==> src/rtl/uart_receiver.sv <==
// rtl/uart_receiver.sv - 8-bit UART receive stage with valid/ready holding register (optional even parity: UART_RX_PARITY_EN)
module uart_receiver #(
  parameter int CLK_FREQ   = 100000000,
  parameter int BAUD_RATE  = 9600,
  parameter int OVERSAMPLE = 16
) (
  input  logic       clk,
  input  logic       rst_n,
  input  logic       RxD,
  output logic [7:0] data,
  output logic       valid,
  input  logic       ready,
  output logic       frame_err,
  output logic       parity_err,
  output logic       overrun
);

  localparam int TICK_DIV = CLK_FREQ / (BAUD_RATE * OVERSAMPLE);
  localparam int DIV_W    = (TICK_DIV > 1) ? $clog2(TICK_DIV) : 1;
  localparam int OS_W     = $clog2(OVERSAMPLE);
  localparam logic [DIV_W-1:0] DIV_LAST = DIV_W'(TICK_DIV - 1);
  localparam logic [OS_W-1:0]  OS_LAST  = OS_W'(OVERSAMPLE - 1);
  localparam logic [OS_W-1:0]  OS_HALF  = OS_W'(OVERSAMPLE / 2 - 1);

  typedef enum logic [2:0] {
    IDLE,
    START,
    DATA,
`ifdef UART_RX_PARITY_EN
    PARITY,
`endif
    STOP,
    BREAK
  } state_t;

  state_t           state, next_state;
  logic             rx_sync1, rx, rx_prev;
  logic [DIV_W-1:0] div_cnt;
  logic [OS_W-1:0]  tick_cnt;
  logic [2:0]       bit_idx;
  logic [7:0]       shift;
  logic             deliver_q;
  logic             tick, bit_tick;
  logic             start_det, start_sample, data_sample, stop_sample;
  logic             par_bad;

  assign tick     = (div_cnt == DIV_LAST);
  assign bit_tick = tick && (tick_cnt == OS_LAST);

  // Two-flop synchronizer plus one delay flop for falling-edge detection
  always_ff @(posedge clk or negedge rst_n) begin
    if (!rst_n) begin
      rx_sync1 <= 1'b1;
      rx       <= 1'b1;
      rx_prev  <= 1'b1;
    end else begin
      rx_sync1 <= RxD;
      rx       <= rx_sync1;
      rx_prev  <= rx;
    end
  end

  // State register
  always_ff @(posedge clk or negedge rst_n) begin
    if (!rst_n) state <= IDLE;
    else        state <= next_state;
  end

  // Next-state logic and sample strobes; every sample falls at mid-bit
  always_comb begin
    next_state   = state;
    start_det    = 1'b0;
    start_sample = 1'b0;
    data_sample  = 1'b0;
    stop_sample  = 1'b0;
    case (state)
      IDLE: begin
        if (rx_prev && !rx) begin
          start_det  = 1'b1;
          next_state = START;
        end
      end
      START: begin
        if (tick && tick_cnt == OS_HALF) begin
          start_sample = 1'b1;
          next_state   = rx ? IDLE : DATA;
        end
      end
      DATA: begin
        if (bit_tick) begin
          data_sample = 1'b1;
`ifdef UART_RX_PARITY_EN
          if (bit_idx == 3'd7) next_state = PARITY;
`else
          if (bit_idx == 3'd7) next_state = STOP;
`endif
        end
      end
`ifdef UART_RX_PARITY_EN
      PARITY: begin
        if (bit_tick) next_state = STOP;
      end
`endif
      STOP: begin
        if (bit_tick) begin
          stop_sample = 1'b1;
          next_state  = rx ? IDLE : BREAK;
        end
      end
      BREAK: begin
        if (rx) next_state = IDLE;
      end
      default: next_state = IDLE;
    endcase
  end

  // Baud tick divider and per-bit tick counter, both realigned to the start edge
  always_ff @(posedge clk or negedge rst_n) begin
    if (!rst_n) begin
      div_cnt  <= '0;
      tick_cnt <= '0;
    end else begin
      if (start_det || tick) div_cnt <= '0;
      else                   div_cnt <= div_cnt + DIV_W'(1);
      if (start_det || start_sample) tick_cnt <= '0;
      else if (tick)                 tick_cnt <= (tick_cnt == OS_LAST) ? '0 : tick_cnt + OS_W'(1);
    end
  end

`ifdef UART_RX_PARITY_EN
  logic par_acc;

  // Running even-parity check over data bits, resolved when the parity bit is sampled
  always_ff @(posedge clk or negedge rst_n) begin
    if (!rst_n) begin
      par_acc <= 1'b0;
      par_bad <= 1'b0;
    end else if (start_sample) begin
      par_acc <= 1'b0;
      par_bad <= 1'b0;
    end else if (data_sample) begin
      par_acc <= par_acc ^ rx;
    end else if (state == PARITY && bit_tick) begin
      par_bad <= par_acc ^ rx;
    end
  end

  // Parity error only reported when the stop bit itself is good
  always_ff @(posedge clk or negedge rst_n) begin
    if (!rst_n) parity_err <= 1'b0;
    else        parity_err <= stop_sample && rx && par_bad;
  end
`else
  assign par_bad    = 1'b0;
  assign parity_err = 1'b0;
`endif

  // Shift register, bit index, frame error pulse and delivery request
  always_ff @(posedge clk or negedge rst_n) begin
    if (!rst_n) begin
      shift     <= '0;
      bit_idx   <= '0;
      frame_err <= 1'b0;
      deliver_q <= 1'b0;
    end else begin
      if (start_sample) bit_idx <= '0;
      if (data_sample) begin
        shift   <= {rx, shift[7:1]};
        bit_idx <= bit_idx + 3'd1;
      end
      frame_err <= stop_sample && !rx;
      deliver_q <= stop_sample && rx && !par_bad;
    end
  end

  // Holding register: deliver, handshake, and drop-with-overrun when still occupied
  always_ff @(posedge clk or negedge rst_n) begin
    if (!rst_n) begin
      data    <= '0;
      valid   <= 1'b0;
      overrun <= 1'b0;
    end else begin
      overrun <= 1'b0;
      if (deliver_q) begin
        if (!valid || ready) begin
          data  <= shift;
          valid <= 1'b1;
        end else begin
          overrun <= 1'b1;
        end
      end else if (valid && ready) begin
        valid <= 1'b0;
      end
    end
  end

endmodule

==> config.mk <==
export PLATFORM = sky130hd
export DESIGN_NAME = uart_receiver
export DESIGN_NICKNAME = d
export VERILOG_FILES = /design/src/rtl/uart_receiver.sv
export SDC_FILE = /design/constraint.sdc
export NUM_CORES = 1
export LEC_CHECK = 0
export CAP_MARGIN = 30
export CORE_MARGIN = 10
export CORE_UTILIZATION = 55
export DETAILED_ROUTE_END_ITERATION = 10
export PLACE_DENSITY = 0.76
export REMOVE_ABC_BUFFERS = 1
export SYNTH_ARGS = -nofsm -noshare
export SYNTH_HDL_FRONTEND = slang
export SYNTH_SLANG_ARGS = --single-unit
==> constraint.sdc <==
create_clock -name clk -period 2.5 [get_ports clk]
set_clock_uncertainty 0.2 [all_clocks]
set_input_delay 0.375 -clock clk [delete_from_list [all_inputs] [get_ports clk]]
set_output_delay 0.375 -clock clk [all_outputs]
set_load 0.02 [all_outputs]
**After elaboration in Yosys (flattened, before gate mapping)**

Index checks and enable logic that the tools add are counted.

- Equality and inequality tests: 15
- Mux-type cells: 27
- Reductions and logical operators: 18
- $add $sub $neg: 3

Operators by type and width:

| operator | count |
|---|---|
| $mux W3 | 9 |
| $pmux W3 S5 | 1 |
| $mux W1 | 12 |
| $mux W4 | 3 |
| $ne A2 B2 Y1 const B | 6 |
| $add A10 B1 Y10 const B | 1 |
| $eq A10 B10 Y1 const B | 1 |
| $mux W10 | 1 |
| $eq A3 B2 Y1 const B | 2 |
| $eq A3 B3 Y1 const B | 2 |
| $logic_and A1 B1 Y1 | 6 |
| $reduce_and A6 Y1 | 1 |
| $reduce_bool A2 Y1 | 3 |
| $add A4 B1 Y4 const B | 1 |
| $eq A4 B3 Y1 const B | 1 |
| $eq A4 B4 Y1 const B | 1 |
| $reduce_and A2 Y1 | 2 |
| $add A3 B1 Y3 const B | 1 |
| $eq A3 B1 Y1 const B | 1 |
| $logic_not A3 Y1 | 1 |
| $logic_or A1 B1 Y1 | 3 |
| $logic_not A1 Y1 | 2 |
| $mux W2 | 1 |
| $ne A2 B1 Y1 const B | 1 |

- Bits in registers: 43
- Logic and storage cells: 76
- Output and inout port bits: 12
- Input bits: 4

**Logic depth before layout (Yosys ltp)**

Gate-level depths: netlist of the first run.

- Depth in word-level cells: 6
- Depth in mapped cells: 7
- Gate-level depth less buffers: 6

**Worst setup path after synthesis of the first run**

OpenSTA, ideal clock, no wires.

- Path kind: register -> register
- From: reg div_cnt[5]
- To: reg shift[0]
- Library setup time: 125 ps
- Stages on the path, launching flop included: 6
- Path buffers: 1
- Required time: 2175 ps
- Setup slack: 391 ps
- Data arrival time: 1784 ps
- Period minus slack after synthesis: 2109 ps
- Cell sequence: dfrtp_1 nor4b_4 nand3_2 nor4_2 buf_4 mux2_2

- Longest elaborated chain between the ends: 4

RTL lines:

| element | line | source |
|---|---|---|
| from (decl) | 38 | `logic [DIV_W-1:0] div_cnt;` |
| from (signal assigned) | 124 | `else div_cnt <= div_cnt + DIV_W'(1);` |
| $eq A10 B10 Y1 | 47 | `assign tick = (div_cnt == DIV_LAST);` |
| $logic_and A1 B1 Y1 | 48 | `assign bit_tick = tick && (tick_cnt == OS_LAST);` |
| $mux W1 | 90 | `if (bit_tick) begin` |
| $mux W1 | 76 | `case (state)` |
| to (signal assigned) | 168 | `shift <= {rx, shift[7:1]};` |
| to (decl) | 41 | `logic [7:0] shift;` |

No other way between the ends.
A chain may end at the register's enable or synchronous reset.

**Worst setup path after layout of the first run**

- From: reg div_cnt[5]
- To: reg shift[7]

Same word-level chain as after synthesis.

==> flow_summary_export.csv, run 1 <==
group,metric,value,unit
critical_path,worstPathCellList,"nor4b_4, nand3_2, nor4_2, buf_4, mux2_2",
logic_synthesis,async_flop_share,100.0,%
global_route,grt_pass1_vias,1263,
power,ir_drop,0.5613,mV
clock_tree,clkSlewWorstSetupHoldPaths,0.11,ns
floorplanning,ios,16,
cells_and_area,drive_gt1_share,19.89,%
timing,fmax,0.4406,GHz
logic_synthesis,avgSynthCellArea,11.99,um2
logic_synthesis,ys_top_cells_by_area,"dfrtp_1 (52%), mux2_2 (9.9%), dfstp_2 (4.1%)",
routing,first_pass_iters,4,
clock_tree,post_cts_resized,0,
cells_and_area,fin_util,66.11,%
logic_synthesis,syn_inst,161,
flow_run,maxCapViolCount,0,
clock_tree,htreeDepth,2,
critical_path,critPathMaxFanout,11,
cells_and_area,ff_latch_area,1080,um2
clock_tree,cts_tree,"built",
floorplanning,core_area,3363,um2
floorplanning,die_w,79.25,um
logic_synthesis,synth_most_common_cell,"dfrtp_1",
cells_and_area,syn_to_final_growth,15.17,%
timing,report.final.setup_viol,0,
logic_synthesis,synth_edf_count,0,
logic_synthesis,yosysSeqAreaShare,55.93,%
status,status,"finished clean",
routing,wire_per_inst,15.18,um
clock_tree,cts.path.max_buffers,2,
timing,hold_viol,0,
timing,fin_crit,2.270,ns
global_route,grt_pass1_wl,6078,um
timing,rsz0062_at_grt,"false",
routing,ant_nets,0,
logic_synthesis,synth.distinct_cells,42,
cells_and_area,nets,189,
logic_synthesis,ys_warn_count,0,
global_route,antenna_found_initial,0,
cells_and_area,fill_cells,278,
cells_and_area,multi_input_area,802.0,um2
clock_tree,cts_setup_buffers,0,
floorplanning,initial_core_util,57.40,%
place,gp_congestion,0.8039,
logic_synthesis,synth_commonest_cells,"dfrtp_1 (40), nor2_1 (19), mux2_2 (17), nand2_1 (10)",
global_route,grt_max_degree,25,
clock_tree,cts_inserted_buffers,5,
global_route,gr-total-overflow,0,
timing,fin_crit_sh,90.79,%
critical_path,end_kind,"flop",
routing,drt_iter0_markers,99,
power,p_leak,1.035,nW
timing,worst_slack,0.2302,ns
routing,dr_total_vias,1277,
critical_path,crit_slowest_cell,"dfrtp_1",
critical_path,crit_type,"reg -> reg",
logic_synthesis,yosys.area.top_type,"dfrtp_1",
routing,drc_errors,0,
timing,whs,0.1628,ns
clock_tree,clock_sinks,43,
critical_path,slowest_delay,0.45,ns
timing,final-max-slew-violation-count,0,
power,finalPower,1.677,mW
cells_and_area,antenna_cells,0,
critical_path,crit_arrival,2.31,ns
worst_hold_path,min_from,"rx_sync1",
place,dp_worst_setup_slack,0.2322,ns
clock_tree,clk_latency,0.35,ns
critical_path,r2r-start,"div_cnt[5]",
timing,setup_tns,0,ns
floorplanning,die-area,6280,um2
routing,wl,3446,um
global_route,grt_usage,12.01,%
logic_synthesis,synth_top_area_share,51.85,%
clock_tree,cts-hold-fix-buffers,1,
critical_path,critPathLaunch,"div_cnt[5]",
place,hpwl,2543,um
floorplanning,die_h,79.25,um
power,power.density,754.2,nW/um2
logic_synthesis,netlist_area,1931,um2
logic_synthesis,synth_ff_type,"dfrtp_1",
clock_tree,root_buffer,"clkbuf_4",
critical_path,startpoint_type,"flop",
place,portBuffers,14,
logic_synthesis,ys_ff_latch,43,
critical_path,required,2.54,ns
routing,vias_per_cell,5.626,
worst_hold_path,hold_path_class,"reg -> reg",
floorplanning,std_cell_rows,21,
[layer usage]
layer  track usage (%)  vias to the layer above  share of wire, %
met2             19.17                       35                50
li1                  -                      607                 -
met5                 0                        -                 0
met1             14.56                      629                42
met3             4.392                        6               5.9
met4             4.301                        0               1.8
[worst max-delay path, delay by kind of cell, from the launching register on]
| family | cells | cell delay (ns) |
|---|---|---|
| AND/OR/NAND/NOR | 3 | 0.92 |
| flip-flops | 1 | 0.45 |
| multiplexers | 1 | 0.35 |
| buffers and inverters | 1 | 0.23 |
[path summary, 6_finish.rpt]
| kind | depth (start not counted) | endpoint | slack, ns |
|---|---|---|---|
| worst max-delay path | 5 | shift[7] | 0.23 |
| worst min-delay path | 0 | rx | 0.16 |
| worst max register to register | 5 | shift[7] | 0.23 |
| worst min register to register | 0 | rx | 0.16 |
| max in group asynchronous | 3 | data[0] | 1.14 |
| min in group asynchronous | 2 | state[2] | 0.29 |
[stage by stage]
stage,area [um2],instances
2_1_floorplan,1904,156
3_3_place_gp,2112,218
3_5_place_dp,2112,218
4_1_cts,2223,227
5_1_grt,2223,227
6_report,2223,227
[cells by family after synthesis]
kind of cell             count (synthesis)  synth area share (%)
other                                    1                0.1942
flip-flops                              43                 55.93
buffers and inverters                   11                 2.527
XOR/XNOR                                10                 4.536
adder cells (fa/ha/maj)                  5                 3.240
AND/OR/NAND/NOR                         58                 17.11
multiplexers                            17                 9.916
AO/OA/AOI/OAI                           16                 6.546
[layout by cell type, fill, tap and decap left out, types with 2 or more instances in the layout]
cell and count:
a21oi_1 2, a22o_1 4, buf_4 2, bufinv_16 2, clkbuf_4 5, clkdlybuf4s50_1 13
dfrtp_1 40, dfstp_2 3, ha_1 5, inv_1 6, mux2_2 17, nand2_1 10
nand2b_1 3, nand3_1 5, nand4_1 2, nor2_1 19, nor3_1 3, nor4_1 2
o311ai_0 2, xnor2_1 6, xor2_1 4
[state kept, by name, summed over array words and instances (netlist names)]
register	count
tick_cnt	4
state	3
shift	8
bit_idx	3
div_cnt	10
deliver_q	1
valid	1
rx_prev	1
rx	1
data	8
rx_sync1	1
overrun	1
frame_err	1
[report_power, final]
part           internal [mW]  switching [mW]
Sequential             0.772           0.116
Clock                  0.312           0.216
Combinational          0.128           0.133
Total                   1.21           0.465
[final cells by class]
class	instances	share of cell area, %
timing repair buffer	17	7.203
sequential	43	48.57
tap	46	2.589
inverter	6	1.013
clock inverter	2	2.701
multi-input combinational	107	36.07
clock buffer	6	1.857
No activity file was read; power rests on OpenSTA's default activity.
==> run 2, diff against run 1 <==
--- a/config.mk
+++ b/config.mk
@@ -7,10 +7,11 @@
 export LEC_CHECK = 0
 export CAP_MARGIN = 30
 export CORE_MARGIN = 10
-export CORE_UTILIZATION = 55
+export CORE_UTILIZATION = 51
 export DETAILED_ROUTE_END_ITERATION = 10
-export PLACE_DENSITY = 0.76
+export PLACE_DENSITY = 0.74
 export REMOVE_ABC_BUFFERS = 1
+export SETUP_SLACK_MARGIN = 0.1
 export SYNTH_ARGS = -nofsm -noshare
 export SYNTH_HDL_FRONTEND = slang
 export SYNTH_SLANG_ARGS = --single-unit
==> constraint.sdc (replaced) <==
create_clock -name clk -period 1.9 [get_ports clk]
set_clock_uncertainty 0.2 [all_clocks]
set_input_delay 0.285 -clock clk [delete_from_list [all_inputs] [get_ports clk]]
set_output_delay 0.285 -clock clk [all_outputs]
set_load 0.02 [all_outputs]
==> run 2 against run 1 <==
The flow now finishes with violations (negative setup slack). First-iteration DRC count shrank 37%. Cell area up 12%. Via count is 9.3% higher. Routed wire length up 15%. Non-clock buffer count grew 25. Sequential power increased by 23%. Power is 36% higher. Register-to-register slack lost 0.38 ns. Hold slack got worse by 0.0023 ns. Largest power group unchanged.
==> flow_summary_export.csv, run 2 (same netlist as run 1, synthesis figures left out) <==
group,metric,value,unit
critical_path,reg2reg_to,"shift[6]",
clock_tree,clock_sinks,43,
cells_and_area,final_common_cell,"dfrtp_1",
critical_path,startpoint_type,"flop",
clock_tree,clkSlewWorstSetupHoldPaths,0.08,ns
critical_path,path_buf_inv,1,
cells_and_area,fill_cells,255,
clock_tree,htreeDepth,2,
critical_path,required,1.89,ns
worst_hold_path,hold_path_class,"reg -> reg",
global_route,antenna_found_initial,0,
floorplanning,std_cell_rows,22,
critical_path,worstPathCellList,"nor4b_4, nand3_2, nor4_2, buf_4, mux2_2",
power,finalPower,2.286,mW
worst_hold_path,min_from,"rx_sync1",
cells_and_area,antenna_cells,0,
critical_path,r2r-start,"div_cnt[8]",
timing,report.final.setup_viol,16,
global_route,grt_max_degree,26,
routing,vias_per_cell,5.496,
critical_path,r2r_cells,5,
floorplanning,core_area,3661,um2
routing,wl,3966,um
cells_and_area,final_cell_mix,"dfrtp_1 (40), buf_4 (26), nor2_1 (17), mux2_2 (16), clkdlybuf4s50_1 (11)",
routing,dr_total_vias,1396,
global_route,grt_pass1_wl,6906,um
cells_and_area,regMostFlops,"div_cnt",
timing,fmax,0.4884,GHz
critical_path,critPathMaxFanout,9,
clock_tree,cts_inserted_buffers,5,
cells_and_area,largestRegisters,"div_cnt x10, data x8, shift x8",
power,p_leak,1.202,nW
global_route,grt_usage,13.26,%
timing,worst_slack,-0.1475,ns
timing,hold_viol,0,
floorplanning,die_h,81.53,um
routing,first_pass_iters,4,
power,ir_drop,0.6898,mV
cells_and_area,nets,214,
status,violations,"negative setup slack",
power,power.density,914.2,nW/um2
critical_path,end_kind,"flop",
cells_and_area,syn_to_final_growth,29.55,%
clock_tree,cts.path.max_buffers,2,
cells_and_area,drive_gt1_share,35.44,%
floorplanning,ios,16,
worst_hold_path,min_path_cells,0,
routing,drt_iter0_markers,62,
routing,ant_nets,0,
global_route,gr-total-overflow,0,
timing,fin_crit,2.048,ns
critical_path,crit_slowest_cell,"dfrtp_1",
timing,fin_crit_sh,107.8,%
timing,rsz0062_at_grt,"true",
critical_path,crit_arrival,2.04,ns
clock_tree,clk_latency,0.30,ns
clock_tree,root_buffer,"clkbuf_8",
critical_path,slowest_delay,0.41,ns
flow_run,maxCapViolCount,0,
place,gp_congestion,0.8567,
critical_path,crit_family,"simple AND/OR/NAND/NOR gates",
critical_path,crit_type,"reg -> reg",
place,dp_worst_setup_slack,-0.1650,ns
clock_tree,cts_tree,"built",
cells_and_area,fin_util,68.32,%
routing,drc_errors,0,
critical_path,r2r_slack,-0.15,ns
place,hpwl,2842,um
global_route,grt_pass1_vias,1536,
floorplanning,initial_core_util,52.73,%
worst_hold_path,min_to,"rx",
cells_and_area,largest_reg_flops,10,
place,portBuffers,14,
timing,final-max-slew-violation-count,0,
floorplanning,die-area,6646,um2
status,status,"finished, violations left",
routing,wire_per_inst,15.61,um
floorplanning,die_w,81.53,um
-- run 2: cell count changes in the layout (fill, tap and decap cells not counted), moves of 2 or more --
cell             change
buf_4               +24
bufinv_16            -2
clkbuf_4             -5
clkbuf_8             +5
clkdlybuf4s50_1      -2
clkinvlp_4           +2
dlymetal6s2s_1       +2
nor2_1               -2
o311ai_0             -2
-- run 2: worst max-delay path by stage --
| stage | start | depth (start not counted) | to | slack (ns) |
|---|---|---|---|---|
| floorplan | div_cnt[5] | 4 | shift[0] | -0.51 |
| global placement | div_cnt[5] | 5 | shift[1] | -0.11 |
| detailed placement | div_cnt[5] | 5 | shift[6] | -0.17 |
| CTS | div_cnt[8] | 5 | shift[6] | -0.14 |
| global route | div_cnt[8] | 5 | shift[0] | -0.20 |
| finish | div_cnt[8] | 5 | shift[6] | -0.15 |
-- run 2: what timing repair did --
item	CTS	global route
setup buffers	2	1
endpoints found under the hold margin	18	0
pin swaps	5	1
setup endpoints to repair	29	31
hold buffers	1	0
gates resized for setup	8	13
-- run 2: per-stage QoR --
step                      instances  area, um2  TNS (ns)  hold WS, ns
after floorplan                 156       1904    -5.053      -0.2106
after global placement          242       2292    -1.199      0.05420
after detailed placement        242       2292    -2.003      0.06355
after CTS                       253       2434    -1.502       0.1612
after global routing            254       2501    -2.649       0.1625
final                           254       2501    -1.781       0.1605
-- run 2: cell type report --
type	count	area [um2]	share of cell area [%]
Timing Repair Buffer	42	365.4	14.61
Tap cell	48	60.06	2.401
Sequential cell	43	1080	43.17
Multi-Input combinational cell	107	884.6	35.37
Clock buffer	5	68.82	2.751
Clock inverter	3	20.02	0.8004
Inverter	6	22.52	0.9004
-- run 2: routing by layer --
layer / GRT usage, % / routed length (um) / part of all wire, % / up-vias
met5: 0 / 0 / 0 / -
met4: 5.363 / 43 / 1.1 / 0
met3: 4.585 / 140 / 3.5 / 7
met2: 22.83 / 2121 / 53 / 25
met1: 14.67 / 1660 / 42 / 710
li1: - / - / - / 654
-- run 2: where the power goes --
group	leakage (nW)	switching, mW	internal (mW)
clock	0.0402	0.314	0.256
combinational	0.594	0.303	0.322
sequential	0.567	0.0753	1.02
total	1.20	0.693	1.59
==> run 3, diff against run 2 <==
--- a/config.mk
+++ b/config.mk
@@ -7,9 +7,9 @@
 export LEC_CHECK = 0
 export CAP_MARGIN = 30
 export CORE_MARGIN = 10
-export CORE_UTILIZATION = 51
+export CORE_UTILIZATION = 55
 export DETAILED_ROUTE_END_ITERATION = 10
-export PLACE_DENSITY = 0.74
+export PLACE_DENSITY = 0.76
 export REMOVE_ABC_BUFFERS = 1
 export SETUP_SLACK_MARGIN = 0.1
 export SYNTH_ARGS = -nofsm -noshare
==> constraint.sdc (replaced) <==
create_clock -name clk -period 2.6 [get_ports clk]
set_clock_uncertainty 0.2 [all_clocks]
set_input_delay 0.39 -clock clk [delete_from_list [all_inputs] [get_ports clk]]
set_output_delay 0.39 -clock clk [all_outputs]
set_load 0.02 [all_outputs]
==> run 3 against run 2 <==
The flow now finishes without violations. Sequential share of layout area up 5.5 points. Power fell by 29%. Largest power group unchanged. Highest routed layer unchanged. Die area down 5.5%. First-iteration DRC count grew 98%. Routed wire length is 15% lower. Sequential power is 22% lower. Cell area fell by 11%. Hold slack better by 0.0029 ns. Cell count fell by 11%. Core utilization is 2.3 points lower. Register-to-register slack improved by 0.49 ns. Critical endpoint is now bit_idx[0]. Critical path type unchanged.
==> flow_summary_export.csv, run 3 (same netlist as run 1, synthesis figures left out) <==
group,metric,value,unit
status,status,"finished clean",
cells_and_area,fill_cells,278,
place,hpwl,2488,um
routing,drc_errors,0,
place,gp_congestion,0.8310,
critical_path,critPathMaxFanout,10,
critical_path,crit_type,"reg -> reg",
clock_tree,clk_latency,0.36,ns
global_route,gr-total-overflow,0,
floorplanning,initial_core_util,57.40,%
routing,dr_total_vias,1237,
floorplanning,die-area,6280,um2
place,place_inst,217,
floorplanning,std_cell_rows,21,
floorplanning,core_area,3363,um2
timing,setup_tns,0,ns
clock_tree,cts_inserted_buffers,5,
global_route,grt_pass1_wl,5844,um
timing,whs,0.1634,ns
power,finalPower,1.612,mW
floorplanning,die_w,79.25,um
clock_tree,cts_tree,"built",
routing,wl,3375,um
cells_and_area,final_cell_mix,"dfrtp_1 (40), nor2_1 (19), mux2_2 (17), clkdlybuf4s50_1 (13), nand2_1 (10)",
global_route,grt_usage,11.74,%
timing,final-max-slew-violation-count,0,
timing,relSlewSlack,38.63,%
clock_tree,post_cts_resized,0,
cells_and_area,final_common_cell,"dfrtp_1",
worst_hold_path,hold_path_class,"reg -> reg",
flow_run,maxCapViolCount,0,
clock_tree,clock_sinks,43,
critical_path,end_kind,"flop",
clock_tree,clkSlewWorstSetupHoldPaths,0.12,ns
place,dp_worst_setup_slack,0.3481,ns
global_route,antenna_found_initial,0,
routing,drt_iter0_markers,123,
critical_path,required,2.65,ns
timing,report.final.setup_viol,0,
timing,fin_crit_sh,86.66,%
power,power.density,726.4,nW/um2
global_route,grt_max_degree,44,
timing,fin_crit,2.253,ns
timing,fmax,0.4438,GHz
power,p_leak,1.029,nW
cells_and_area,drive_gt1_share,20.00,%
cells_and_area,ff_latch_area,1080,um2
timing,rsz0062_at_grt,"false",
clock_tree,cts.path.max_buffers,2,
routing,first_pass_iters,4,
cells_and_area,final_cells,226,
global_route,grt_pass1_vias,1252,
timing,worst_slew_pin_slew,0.9206,ns
cells_and_area,regMostFlops,"div_cnt",
cells_and_area,multi_input_area,802.0,um2
power,ir_drop,0.6134,mV
cells_and_area,nets,188,
timing,worst_slack,0.3468,ns
timing,hold_viol,0,
routing,wire_per_inst,14.93,um
place,portBuffers,14,
clock_tree,root_buffer,"clkbuf_4",
cells_and_area,largestRegisters,"div_cnt x10, data x8, shift x8",
cells_and_area,antenna_cells,0,
cells_and_area,syn_to_final_growth,14.97,%
critical_path,startpoint_type,"flop",
routing,ant_nets,0,
floorplanning,die_h,79.25,um
critical_path,crit_arrival,2.30,ns
cells_and_area,largest_reg_flops,10,
clock_tree,htreeDepth,2,
routing,vias_per_cell,5.473,
floorplanning,ios,16,
## run 3: per-layer routing
| layer | global-route usage, % | up-vias | share of wire, % |
|---|---|---|---|
| li1 | - | 605 | - |
| met1 | 13.42 | 601 | 42 |
| met2 | 19.25 | 22 | 52 |
| met3 | 3.716 | 9 | 4.3 |
| met4 | 6.093 | 0 | 1.9 |
| met5 | 0 | - | 0 |
## run 3: power by group
group	switching [mW]	internal, mW
Clock	0.211	0.299
Sequential	0.112	0.742
Combinational	0.127	0.122
Total	0.450	1.16
## run 3: final cells by class
class / instances / area share, %
Clock buffer: 5 / 1.691
Multi-Input combinational cell: 107 / 36.13
Clock inverter: 3 / 3.044
Inverter: 6 / 1.015
Tap cell: 46 / 2.593
Sequential cell: 43 / 48.65
Timing Repair Buffer: 16 / 6.877
## run 3: timing repair
| item | in CTS | in global routing |
|---|---|---|
| hold endpoints to repair | 40 | 0 |
| setup endpoints to repair | 0 | 0 |
| hold buffers | 1 | 0 |
| setup buffers | 0 | 0 |
## run 3: worst paths after layout
path | from | to | slack (ns) | depth (start not counted)
worst max-delay path | div_cnt[2] | bit_idx[0] | 0.35 | 4
worst min-delay path | rx_sync1 | rx | 0.16 | 0
worst max register to register | div_cnt[2] | bit_idx[0] | 0.35 | 4
worst min register to register | rx_sync1 | rx | 0.16 | 0
max in group asynchronous | rst_n | data[1] | 1.14 | 2
min in group asynchronous | rst_n | bit_idx[1] | 0.49 | 2
## run 3: worst max-delay path: stages (launching register included)
cell and delay, ns:
dfrtp_1 0.49, nor4b_4 0.35, nand3_2 0.24, or4b_4 0.59
mux2_2 0.28
## run 3: metrics by stage
stage / cell area (um2) / util, %
floorplan: 1904 / -
global placement: 2105 / 62.57
detailed placement: 2105 / 62.57
CTS: 2220 / 66.00
global route: 2220 / 66.00
finish: 2220 / 66.00
